[config.mk]
export PLATFORM = sky130hd
export DESIGN_NAME = wb_check_pipe
export DESIGN_NICKNAME = d
export VERILOG_FILES = /design/src/rtl/wb_check_pipe.sv
export SDC_FILE = /design/constraint.sdc
export NUM_CORES = 1
export LEC_CHECK = 0
export ABC_AREA = 1
export CORE_UTILIZATION = 49
export DETAILED_ROUTE_END_ITERATION = 10
export DONT_BUFFER_PORTS = 1
export PLACE_DENSITY = 0.67
export SLEW_MARGIN = 25
export SYNTH_ARGS = -nofsm -noshare
export SYNTH_HDL_FRONTEND = slang
export SYNTH_SLANG_ARGS = --single-unit
[constraint.sdc]
create_clock -name clk -period 2.35 [get_ports clk]
set_input_delay 0.47 -clock clk [delete_from_list [all_inputs] [get_ports clk]]
set_output_delay 0.47 -clock clk [all_outputs]
set_load 0.01 [all_outputs]
[src/rtl/wb_check_pipe.sv]
// rtl/wb_check_pipe.sv - fixed-latency writeback scoreboard for the pipelined ARMS core
// Optional macro WBCHK_ONEHOT_EN adds a one-hot legality check on observed dselect.
module wb_check_pipe #(
    parameter int DATA_W     = 64,
    parameter int ADDR_W     = 64,
    parameter int NREGS      = 32,
    parameter int PIPE_DEPTH = 4,
    parameter int ERR_W      = 16
) (
    input  logic              clk,
    input  logic              reset,
    input  logic              exp_valid,
    input  logic [ADDR_W-1:0] exp_pc,
    input  logic [NREGS-1:0]  exp_sel,
    input  logic              exp_sel_dc,
    input  logic [DATA_W-1:0] exp_data,
    input  logic              exp_data_dc,
    input  logic [ADDR_W-1:0] iaddrbus,
    input  logic [NREGS-1:0]  dselect,
    input  logic [DATA_W-1:0] dbus,
    output logic              err_pc,
    output logic              err_sel,
    output logic              err_data,
    output logic [15:0]       err_idx,
    output logic [ERR_W-1:0]  err_count,
    output logic [ERR_W-1:0]  chk_count,
    output logic              pass
);

    typedef struct packed {
        logic              valid;
        logic [NREGS-1:0]  sel;
        logic              sel_dc;
        logic [DATA_W-1:0] data;
        logic              data_dc;
        logic [15:0]       tag;
    } stage_t;

    typedef enum logic [1:0] {
        ST_IDLE,
        ST_RUN,
        ST_FAIL
    } state_t;

    stage_t      pipe [PIPE_DEPTH];
    stage_t      ret;
    logic [15:0] issue_cnt;
    logic        pc_bad;
    logic        sel_bad;
    logic        data_bad;
    logic        any_bad;
    logic        sel_ok;
    state_t      state;
    state_t      state_next;

    assign ret = pipe[PIPE_DEPTH-1];

`ifdef WBCHK_ONEHOT_EN
    // Zero and multi-bit selects are both illegal writebacks, whatever the record says.
    logic sel_onehot;
    assign sel_onehot = (dselect != '0) && ((dselect & (dselect - NREGS'(1))) == '0);
    assign sel_ok     = (dselect == ret.sel) && sel_onehot;
`else
    assign sel_ok     = (dselect == ret.sel);
`endif

    always_comb begin
        pc_bad   = exp_valid && (iaddrbus != exp_pc);
        sel_bad  = ret.valid && !ret.sel_dc && !sel_ok;
        data_bad = ret.valid && !ret.data_dc && (dbus != ret.data);
        any_bad  = pc_bad || sel_bad || data_bad;
    end

    always_ff @(posedge clk) begin
        if (!reset) begin
            for (int i = 0; i < PIPE_DEPTH; i++) begin
                pipe[i] <= '0;
            end
            issue_cnt <= '0;
            err_pc    <= 1'b0;
            err_sel   <= 1'b0;
            err_data  <= 1'b0;
            err_idx   <= '0;
            err_count <= '0;
            chk_count <= '0;
        end else begin
            pipe[0] <= {exp_valid, exp_sel, exp_sel_dc, exp_data, exp_data_dc, issue_cnt};
            for (int i = 1; i < PIPE_DEPTH; i++) begin
                pipe[i] <= pipe[i-1];
            end
            if (exp_valid) begin
                issue_cnt <= issue_cnt + 16'd1;
            end
            err_pc   <= pc_bad;
            err_sel  <= sel_bad;
            err_data <= data_bad;
            if (sel_bad || data_bad) begin
                err_idx <= ret.tag;
            end
            // One count per erroring cycle, regardless of how many flags fire.
            if (any_bad && (err_count != '1)) begin
                err_count <= err_count + ERR_W'(1);
            end
            if (ret.valid && (chk_count != '1)) begin
                chk_count <= chk_count + ERR_W'(1);
            end
        end
    end

    always_ff @(posedge clk) begin
        if (!reset) begin
            state <= ST_IDLE;
            pass  <= 1'b0;
        end else begin
            state <= state_next;
            pass  <= (state_next == ST_RUN);
        end
    end

    always_comb begin
        state_next = state;
        case (state)
            ST_IDLE: begin
                if (any_bad) begin
                    state_next = ST_FAIL;
                end else if (ret.valid) begin
                    state_next = ST_RUN;
                end
            end
            ST_RUN: begin
                if (any_bad) begin
                    state_next = ST_FAIL;
                end
            end
            ST_FAIL: state_next = ST_FAIL;
            default: state_next = ST_IDLE;
        endcase
    end

endmodule

==> results_tabular.tex, run 1 <==
\begin{tabular}{lr}
\hline
Metric & Value \\
\hline
\multicolumn{2}{l}{\textbf{Status}} \\
Result of the run & finished clean \\
\multicolumn{2}{l}{\textbf{Power}} \\
Worst vdd rail ir drop & 0.693 mV \\
Clock power frac & 46.0\% \\
Leakage & 12.9 nW \\
Power spent charging and discharging nets & 4.07 mW \\
Part of the power in registers & 49.6\% \\
Int Power & 14.8 mW \\
Switching power share of the total & 21.6\% \\
Share of power burned in combinational logic & 4.4\% \\
Total power density per cell area & 838 mW/mm\^{}2 \\
\multicolumn{2}{l}{\textbf{Setup path}} \\
Gate family responsible for the most delay along the worst path & simple AND/OR/NAND/NOR gates \\
Category of the worst setup path capture point & flip-flop \\
Buffers and inverters on the worst path & 2 \\
WP data required & 2.89 ns \\
Startpoint class of the critical path & flip-flop \\
Largest stage delay on the critical path & 0.39 ns \\
Depth of the worst register-to-register path & 15 \\
Critical Path Stages & 15 \\
Worst EP arrival & 2.64 ns \\
Critical Path Fanout Max & 20 \\
Cells traversed along the worst timing path & nand2\_1 -> inv\_1 -> nor2\_1 -> nor2\_1 -> nand2\_1 -> nor2\_1 -> nand2\_1 -> nor2\_1 -> nand2\_1 -> nand2\_4 -> nand3\_4 -> buf\_4 -> nand3\_1 -> nand2\_1 -> nor2\_1 \\
Cell with the biggest individual delay on the critical path & dfxtp\_1 \\
Critical path type & reg2reg \\
\multicolumn{2}{l}{\textbf{Global route}} \\
Remaining global-route overflow & 0 \\
Aggregate global-route resource usage & 21.1\% \\
Number of antenna violations at the first check in global routing & 1 \\
Largest net degree at the start of global routing & 368 \\
Via count of the first global-routing pass & 13.6k \\
Global-route wire length before repair & 65.3 mm \\
\multicolumn{2}{l}{\textbf{STA}} \\
Part of the cycle the worst path needs & 89.3\% \\
Hold Fails Final Rpt & 0 \\
Worst max-slew margin expressed relative to the limit & 42.4\% \\
Final Slew Violations & 0 \\
RSZ-0062 raised after global routing & false \\
Period minus WS final & 2.10 ns \\
Highest attainable clock frequency & 476 MHz \\
Clk\_skew & 0.0255 ns \\
Total negative slack & 0 ns \\
Pin slew with the least headroom to its limit & 0.865 ns \\
Final setup violation count & 0 \\
\multicolumn{2}{l}{\textbf{Logic synthesis}} \\
Total standard cell area after synthesis & 0.0188 sq mm \\
Number of warnings reported in the yosys synthesis log & 0 \\
Sequential-to-total area share from yosys stat & 56.5\% \\
Synthesized area per cell & 7.60 sq um \\
Unique cell type count in the Yosys netlist & 38 \\
Net count after synthesis & 2800 \\
Post-synthesis register bit count & 530 \\
Synthesized netlist cell count & 2472 \\
\multicolumn{2}{l}{\textbf{Clock network}} \\
TritonCTS Sinks & 530 \\
Clock tree from TritonCTS & done \\
Later-pin clock latency in the skew report & 0.60 ns \\
Worst-path clk slew & 0.06 ns \\
Number of clock buffers inserted by TritonCTS & 54 \\
Count of H-tree levels built during CTS & 2 \\
Clock root buffer & clkbuf\_16 \\
Clk buf depth & 3 \\
\multicolumn{2}{l}{\textbf{Drt}} \\
Via total after detailed routing & 13.9k \\
Number of nets with antenna violations after routing & 0 \\
DRC violations left & 0 \\
Vias per std cell & 4.39 \\
Count of routing violations after the opening detailed-route iteration & 580 \\
Wire length reported by the detailed router & 41.5 mm \\
Drt pass-1 iters & 6 \\
Wire per inst & 13.1 um \\
\multicolumn{2}{l}{\textbf{Die}} \\
Vertical die dimension & 198 um \\
Core Box Area & 0.0377 sq mm \\
Effective utilization at floorplan & 49.9\% \\
Total Die Area & 0.0391 sq mm \\
Floorplan die width & 198 um \\
Number of cell rows & 71 \\
Number of top-level pins & 377 \\
\multicolumn{2}{l}{\textbf{Hold path}} \\
Number of stages on the worst hold path & 2 \\
Min-Delay Path Class & in2reg \\
\multicolumn{2}{l}{\textbf{Placement}} \\
Sum of net half-perimeters after detailed placement & 25.1 mm \\
Count of port buffers added during placement & 0 \\
Area post-placement & 0.0192 sq mm \\
Final estimated routing congestion in global placement & 0.887 \\
\multicolumn{2}{l}{\textbf{Layout}} \\
Filler cell count & 3246 \\
Area of the multi-input gates & 0.00548 sq mm \\
Share of cells above drive strength 1 & 4.89\% \\
Post-route standard cell area excluding fillers & 0.0225 sq mm \\
Number of nets in the layout & 2941 \\
Area growth from synthesis to layout & 19.8\% \\
Sequential cell area in the final layout & 0.0106 sq mm \\
\multicolumn{2}{l}{\textbf{Flow run}} \\
Max\_cap viols & 0 \\
\hline
\end{tabular}
==> power by group through the flow <==
stage	logic (mW)	clock network [mW]	registers [mW]
floorplan	0.575	0	9.51
global placement	0.550	0	9.54
detailed placement	0.572	0	9.54
CTS	0.817	8.86	9.34
global route	0.950	9.26	9.36
finish	0.833	8.67	9.35
==> area by class of cell <==
class | count | area share [%]
repair buffers | 150 | 6.75
diodes | 1 | 0.0111
well taps | 511 | 2.84
inverters | 639 | 10.7
flip-flops and latches | 530 | 47.1
multi-input cells | 1238 | 24.4
clock inverters | 22 | 1.28
clock buffers | 78 | 6.94
==> logic make-up (layout without fill, tap and decap cells) <==
group	Yosys count	in the layout	synth area share, %
fa+ha+maj	3	3	0.200
flops	530	530	56.5
buf+inv	704	889	14.3
other cells	0	1	0
xor+xnor	87	87	4.06
simple gates	1064	1064	22.4
compound gates	84	84	2.52
==> worst register-to-register path: cells and delay by family (launching register included) <==
kind,cells,cell delay (ns)
simple gates,13,1.37
flops,1,0.39
buf+inv,2,0.28
==> path summary, 6_finish.rpt <==
check                                             start                        end  slack, ns
worst min register to register  pipe[0][205]$_SDFF_PN0_    pipe[0][320]$_SDFF_PN0_       0.39
worst min-delay path                       exp_data[32]     pipe[0][49]$_SDFF_PN0_       0.03
worst max-delay path            pipe[0][365]$_SDFF_PN0_  err_count[0]$_SDFFE_PN0P_       0.25
worst max register to register  pipe[0][365]$_SDFF_PN0_  err_count[0]$_SDFFE_PN0P_       0.25
==> registers in the layout, indices dropped and copies added (netlist names) <==
signal,count
pipe,460
chk_count,16
err_count,16
err_idx,16
issue_cnt,16
state,2
err_data,1
err_pc,1
err_sel,1
pass,1
==> repair_timing <==
item                                    CTS  global route
hold endpoints to repair                205             0
buffers inserted                          0             0
gates resized for setup                   0             1
endpoints found under the setup margin    0             5
hold buffers                            140             0
==> metrics by stage <==
step                util [%]  hold slack [ns]  std cells  setup slack [ns]  total power [mW]
floorplan                  -            0.390       2472             0.542              10.1
global placement        51.1            0.391       2928            0.0258              10.1
detailed placement      51.1            0.395       2928           -0.0156              10.1
CTS                     59.7         0.000206       3168             0.121              19.0
global route            59.7           0.0178       3169           0.00537              19.6
finish                  59.7           0.0324       3169             0.251              18.8
==> cell usage in the layout (no fill, tap or decap), types with 4 or more instances in the layout <==
cell type      instances
clkinvlp_4             4
clkbuf_1              12
xnor2_1               27
nand3_1               36
buf_4                  8
o21ai_0               39
dlygate4sd3_1        139
xor2_1                60
a21oi_2               10
inv_1                638
clkbuf_8              12
nand4_1                6
clkinv_2               7
bufinv_16              4
dfxtp_1              530
nand2_1              735
nor4_1                 4
clkbuf_16             54
nand2_2               12
nor3_1                18
nor2_1               237
a21oi_1               28
==> metal layers <==
metal  global-route usage [%]  share of wire [%]  vias up
li1                         -                  -     7246
met1                     22.5                 40     6139
met2                     37.2                 49      428
met3                     6.61                7.4      107
met4                     10.9                3.8        0
met5                    0.128                  0        -
==> cell usage after synthesis <==
| cell type | instances | area [sq um] |
|---|---|---|
| o21ai_1 | 1 | 5.00 |
| and3_1 | 3 | 18.8 |
| nand4_1 | 6 | 37.5 |
| o22ai_1 | 1 | 6.26 |
| nand2_1 | 735 | 2760 |
| buf_1 | 4 | 15.0 |
| buf_6 | 2 | 22.5 |
| clkbuf_2 | 1 | 5.00 |
| dfxtp_1 | 530 | 10600 |
| buf_12 | 1 | 20.0 |
| nor4_1 | 4 | 25.0 |
| o21bai_1 | 1 | 7.51 |
| a32oi_1 | 1 | 8.76 |
| buf_2 | 11 | 55.1 |
| clkbuf_1 | 46 | 173 |
| or2_0 | 3 | 18.8 |
| nand3_1 | 36 | 180 |
| inv_2 | 1 | 3.75 |
| a21oi_2 | 10 | 87.6 |
| nor3_1 | 18 | 90.1 |
| nor2_1 | 237 | 890 |
| or2_2 | 1 | 6.26 |
| xnor2_1 | 27 | 236 |
| nand3_2 | 1 | 10.0 |
| or2_1 | 1 | 6.26 |
| o21ai_0 | 39 | 195 |
| xor2_1 | 60 | 526 |
| o21a_1 | 1 | 7.51 |
| nand2_4 | 3 | 33.8 |
| ha_1 | 3 | 37.5 |
| nand3b_1 | 1 | 7.51 |
| inv_1 | 638 | 2390 |
| a22oi_1 | 2 | 15.0 |
| nand3_4 | 1 | 17.5 |
| nand3b_4 | 1 | 20.0 |
| nand2_2 | 12 | 75.1 |
| nor3_4 | 1 | 16.3 |
| a21oi_1 | 28 | 140 |
(Power assumes the default switching activity.)
==> run 2, diff against run 1 <==
ABC_AREA = not set   (was 1)
REMOVE_ABC_BUFFERS = 1   (was not set)
==> run 2 against run 1 <==
Net effect: first-iteration DRC count is 25% lower; cell area is 9.8% lower; global-route usage down 1.9 points; hold slack improved by 0.0020 ns; non-clock buffer count fell by 32; critical path type unchanged; largest cell class unchanged.
==> results_tabular.tex, run 2 <==
\begin{tabular}{lr}
\hline
Metric & Value \\
\hline
\multicolumn{2}{l}{\textbf{Layout}} \\
Number of nets in the layout & 1948 (-34\%) \\
Commonest non-fill, non-tap cell in the layout & dfxtp\_1 \\
Largest register FFs & 460 (unchanged) \\
Post-route standard cell area excluding fillers & 0.0203 sq mm (-9.8\%) \\
Commonest cells after routing, fill and taps aside & 522 x dfxtp\_1, 460 x and2\_1, 167 x xor2\_1, 76 x dlygate4sd3\_1, 52 x clkbuf\_16 \\
Area growth from synthesis to layout & 19.1\% \\
Sequential cell area in the final layout & 0.0106 sq mm (about the same) \\
Largest Register & pipe \\
Area of the multi-input gates & 0.00629 sq mm (+15\%) \\
Filler cell count & 2733 (-16\%) \\
Share of cells above drive strength 1 & 10.2\% (+5.3 points) \\
\multicolumn{2}{l}{\textbf{Setup path}} \\
R2r endpoint & err\_count[8]\$\_SDFFE\_PN0P\_ \\
Critical path type & reg2reg \\
Launching point of the worst reg2reg path & pipe[0][407]\$\_SDFF\_PN0\_ \\
Critical Path Fanout Max & 8 (-60\%) \\
Worst EP arrival & 2.78 ns (+0.14 ns) \\
WP data required & 2.81 ns (-0.08 ns) \\
Reg-to-reg setup timing slack & 0.03 ns (-0.22 ns) \\
Category of the worst setup path capture point & flip-flop \\
Depth of the worst register-to-register path & 10 (-5) \\
Startpoint class of the critical path & flip-flop \\
\multicolumn{2}{l}{\textbf{Logic synthesis}} \\
Post-synthesis register bit count & 530 (unchanged) \\
Mux contribution to synthesized area & 1.41\% (+1.4 points) \\
Most numerous cell types in the synthesized netlist & 530 x dfxtp\_1, 460 x and2\_1, 172 x xor2\_1 \\
Number of warnings reported in the yosys synthesis log & 0 (unchanged) \\
Post-synthesis share of cell area spent on full adders, half adders and majority gates & 0.220\% (+0.020 points) \\
Area share of the largest cell type after synthesis & 62.3\% (+5.8 points) \\
Sequential-to-total area share from yosys stat & 62.3\% (+5.8 points) \\
Dominant combinational cell family by area after synthesis & simple AND/OR/NAND/NOR gates \\
Complex-gate fraction of the synthesized area & 1.68\% (-0.84 points) \\
Cells taking the most area after synthesis & dfxtp\_1 62\%, and2\_1 17\%, xor2\_1 8.8\% \\
Most frequent cell after synthesis & dfxtp\_1 \\
Primary flip-flop cell chosen by synthesis mapping & dfxtp\_1 \\
Cell type with the largest total area after synthesis & dfxtp\_1 \\
Unique cell type count in the Yosys netlist & 47 (+24\%) \\
Xor/xnor share of the synthesized area & 9.41\% (+5.3 points) \\
Synthesized area per cell & 11.2 sq um (+48\%) \\
Synthesized netlist cell count & 1515 (-39\%) \\
Total standard cell area after synthesis & 0.0170 sq mm (-9.3\%) \\
Number of enable flip-flop cells after synthesis & 0 (unchanged) \\
Post-synthesis share of cell area spent on and, or, nand and nor gates & 23.2\% (+0.77 points) \\
Fraction of registers with async set or reset after synthesis & 0\% (unchanged) \\
\multicolumn{2}{l}{\textbf{Placement}} \\
Count of port buffers added during placement & 0 (unchanged) \\
Area post-placement & 0.0176 sq mm (-8.3\%) \\
Final estimated routing congestion in global placement & 0.840 (-5.2\%) \\
Sum of net half-perimeters after detailed placement & 23.5 mm (-6.3\%) \\
\multicolumn{2}{l}{\textbf{Drt}} \\
Drt pass-1 iters & 4 (-2) \\
Via total after detailed routing & 10.1k (-27\%) \\
Wire length reported by the detailed router & 34.7 mm (-16\%) \\
DRC violations left & 0 (unchanged) \\
Number of nets with antenna violations after routing & 0 (unchanged) \\
Vias per std cell & 4.78 (+8.9\%) \\
Wire per inst & 16.4 um (+26\%) \\
Count of routing violations after the opening detailed-route iteration & 433 (-25\%) \\
\multicolumn{2}{l}{\textbf{Clock network}} \\
Count of H-tree levels built during CTS & 2 (unchanged) \\
Clk buf depth & 3 (unchanged) \\
TritonCTS Sinks & 530 (unchanged) \\
Worst-path clk slew & 0.06 ns (about the same) \\
Clock root buffer & clkbuf\_16 \\
Clock tree from TritonCTS & done \\
Number of clock buffers inserted by TritonCTS & 51 (-5.6\%) \\
Later-pin clock latency in the skew report & 0.58 ns (-0.02 ns) \\
\multicolumn{2}{l}{\textbf{Die}} \\
Total Die Area & 0.0355 sq mm (-9.2\%) \\
Number of top-level pins & 377 (unchanged) \\
Core Box Area & 0.0339 sq mm (-10\%) \\
Effective utilization at floorplan & 50.3\% (+0.45 points) \\
Number of cell rows & 67 (-5.6\%) \\
Floorplan die width & 188 um (-4.7\%) \\
Vertical die dimension & 188 um (-4.7\%) \\
\multicolumn{2}{l}{\textbf{STA}} \\
Clk\_skew & 0.0226 ns (-0.00290 ns) \\
RSZ-0062 raised after global routing & true \\
Total negative slack & 0 ns (unchanged) \\
Worst slack on hold paths & 0.0344 ns (+0.00205 ns) \\
Final Slew Violations & 0 (unchanged) \\
Final setup violation count & 0 (unchanged) \\
Pin slew with the least headroom to its limit & 0.533 ns (-0.332 ns) \\
Hold Fails Final Rpt & 0 (unchanged) \\
Period minus WS final & 2.32 ns (+0.219 ns) \\
Worst max-slew margin expressed relative to the limit & 64.5\% (+22 points) \\
Highest attainable clock frequency & 431 MHz (-9.5\%) \\
Part of the cycle the worst path needs & 98.6\% (+9.3 points) \\
\multicolumn{2}{l}{\textbf{Global route}} \\
Remaining global-route overflow & 0 (unchanged) \\
Number of antenna violations at the first check in global routing & 1 (unchanged) \\
Via count of the first global-routing pass & 10.0k (-26\%) \\
Largest net degree at the start of global routing & 477 (+30\%) \\
Global-route wire length before repair & 52.9 mm (-19\%) \\
Aggregate global-route resource usage & 19.2\% (-1.9 points) \\
\multicolumn{2}{l}{\textbf{Power}} \\
Total power density per cell area & 883 mW/mm\^{}2 (+5.4\%) \\
Worst vdd rail ir drop & 0.605 mV (-13\%) \\
Leakage & 8.40 nW (-35\%) \\
\multicolumn{2}{l}{\textbf{Hold path}} \\
Beginning of the worst hold path & exp\_data[11] \\
Hold worst-path end & pipe[0][28]\$\_SDFF\_PN0\_ \\
Min-Delay Path Class & in2reg \\
Number of stages on the worst hold path & 1 (-1) \\
\multicolumn{2}{l}{\textbf{Flow run}} \\
Max\_cap viols & 0 (unchanged) \\
\multicolumn{2}{l}{\textbf{Status}} \\
Result of the run & finished clean \\
\hline
\end{tabular}
==> run 2: changes by cell type after synthesis, moves of 24 or more <==
cell | before | now
xor2_1 | 60 | 172
inv_1 | 638 | 10
nor2_1 | 237 | 50
and2_1 | 0 | 460
nor4_1 | 4 | 45
o21ai_0 | 39 | 8
nand2_1 | 735 | 28
mux2i_1 | 0 | 24
==> run 2: cell type report <==
cell class,count,area share (%)
Sequential cell,530,52.3
Tap cell,448,2.76
Clock buffer,70,7.04
Inverter,11,0.203
Antenna cell,1,0.0123
Multi-Input combinational cell,908,31.0
Timing Repair Buffer,118,5.47
Clock inverter,25,1.22
==> run 2: report_power, final <==
group,leakage (nW),internal [mW],switching (mW)
Sequential,4.33,9.23,0.0645
Combinational,3.24,0.358,0.220
Clock,0.829,4.71,3.34
==> run 2: repair_timing <==
action                                  in CTS  in global routing
cloned                                       1                  0
endpoints found under the setup margin      35                 35
resized for setup                            8                 37
hold endpoints to repair                    77                  0
hold buffers                                76                  0
pin swaps                                    5                 20
buffers inserted                             3                  0
==> run 2: per-stage QoR <==
step / utilization (%) / power (mW) / setup WS [ns] / instances
floorplan: - / 9.82 / 0.128 / 1448
global placement: 52.1 / 9.92 / -0.395 / 1936
detailed placement: 52.1 / 9.94 / -0.346 / 1936
CTS: 59.5 / 18.1 / -0.0485 / 2111
global route: 60.0 / 18.6 / -0.0691 / 2111
finish: 60.0 / 17.9 / 0.0320 / 2111
==> run 2: layer usage <==
layer | global-route usage [%] | wire length, um
met1 | 19.1 | 12800
met4 | 10.5 | 1590
met2 | 35.7 | 17900
met3 | 5.38 | 2420
met5 | 0 | 0
==> run 2: logic make-up after synthesis <==
group	after synthesis
AOI/OAI and AO/OA	39
xor gates and xnor gates	183
adders and majority gates	3
and+or+nand+nor	658
muxes	24
DFF	530
buffers and inverters	78
==> run 2: worst max-delay path by stage <==
stage,startpoint,to,slack [ns],cells past startpoint
after floorplan,exp_pc[20],err_count[14]$_SDFFE_PN0P_,0.13,7
after global placement,dbus[37],err_count[0]$_SDFFE_PN0P_,-0.39,9
after detailed placement,dbus[37],err_count[0]$_SDFFE_PN0P_,-0.35,9
after CTS,pipe[0][370]$_SDFF_PN0_,err_idx[6]$_SDFFE_PN0P_,-0.05,12
after global routing,pipe[0][407]$_SDFF_PN0_,err_count[6]$_SDFFE_PN0P_,-0.07,10
final,pipe[0][407]$_SDFF_PN0_,err_count[8]$_SDFFE_PN0P_,0.03,10
==> run 2: critical path, stage by stage, from the launching register on <==
cell	delay [ns]
dfxtp_2	0.32
xor2_1	0.16
nor4_2	0.31
buf_4	0.17
nand4_1	0.16
nor4_4	0.28
buf_4	0.18
o221a_4	0.30
buf_6	0.15
nor4_1	0.06
mux2i_1	0.12
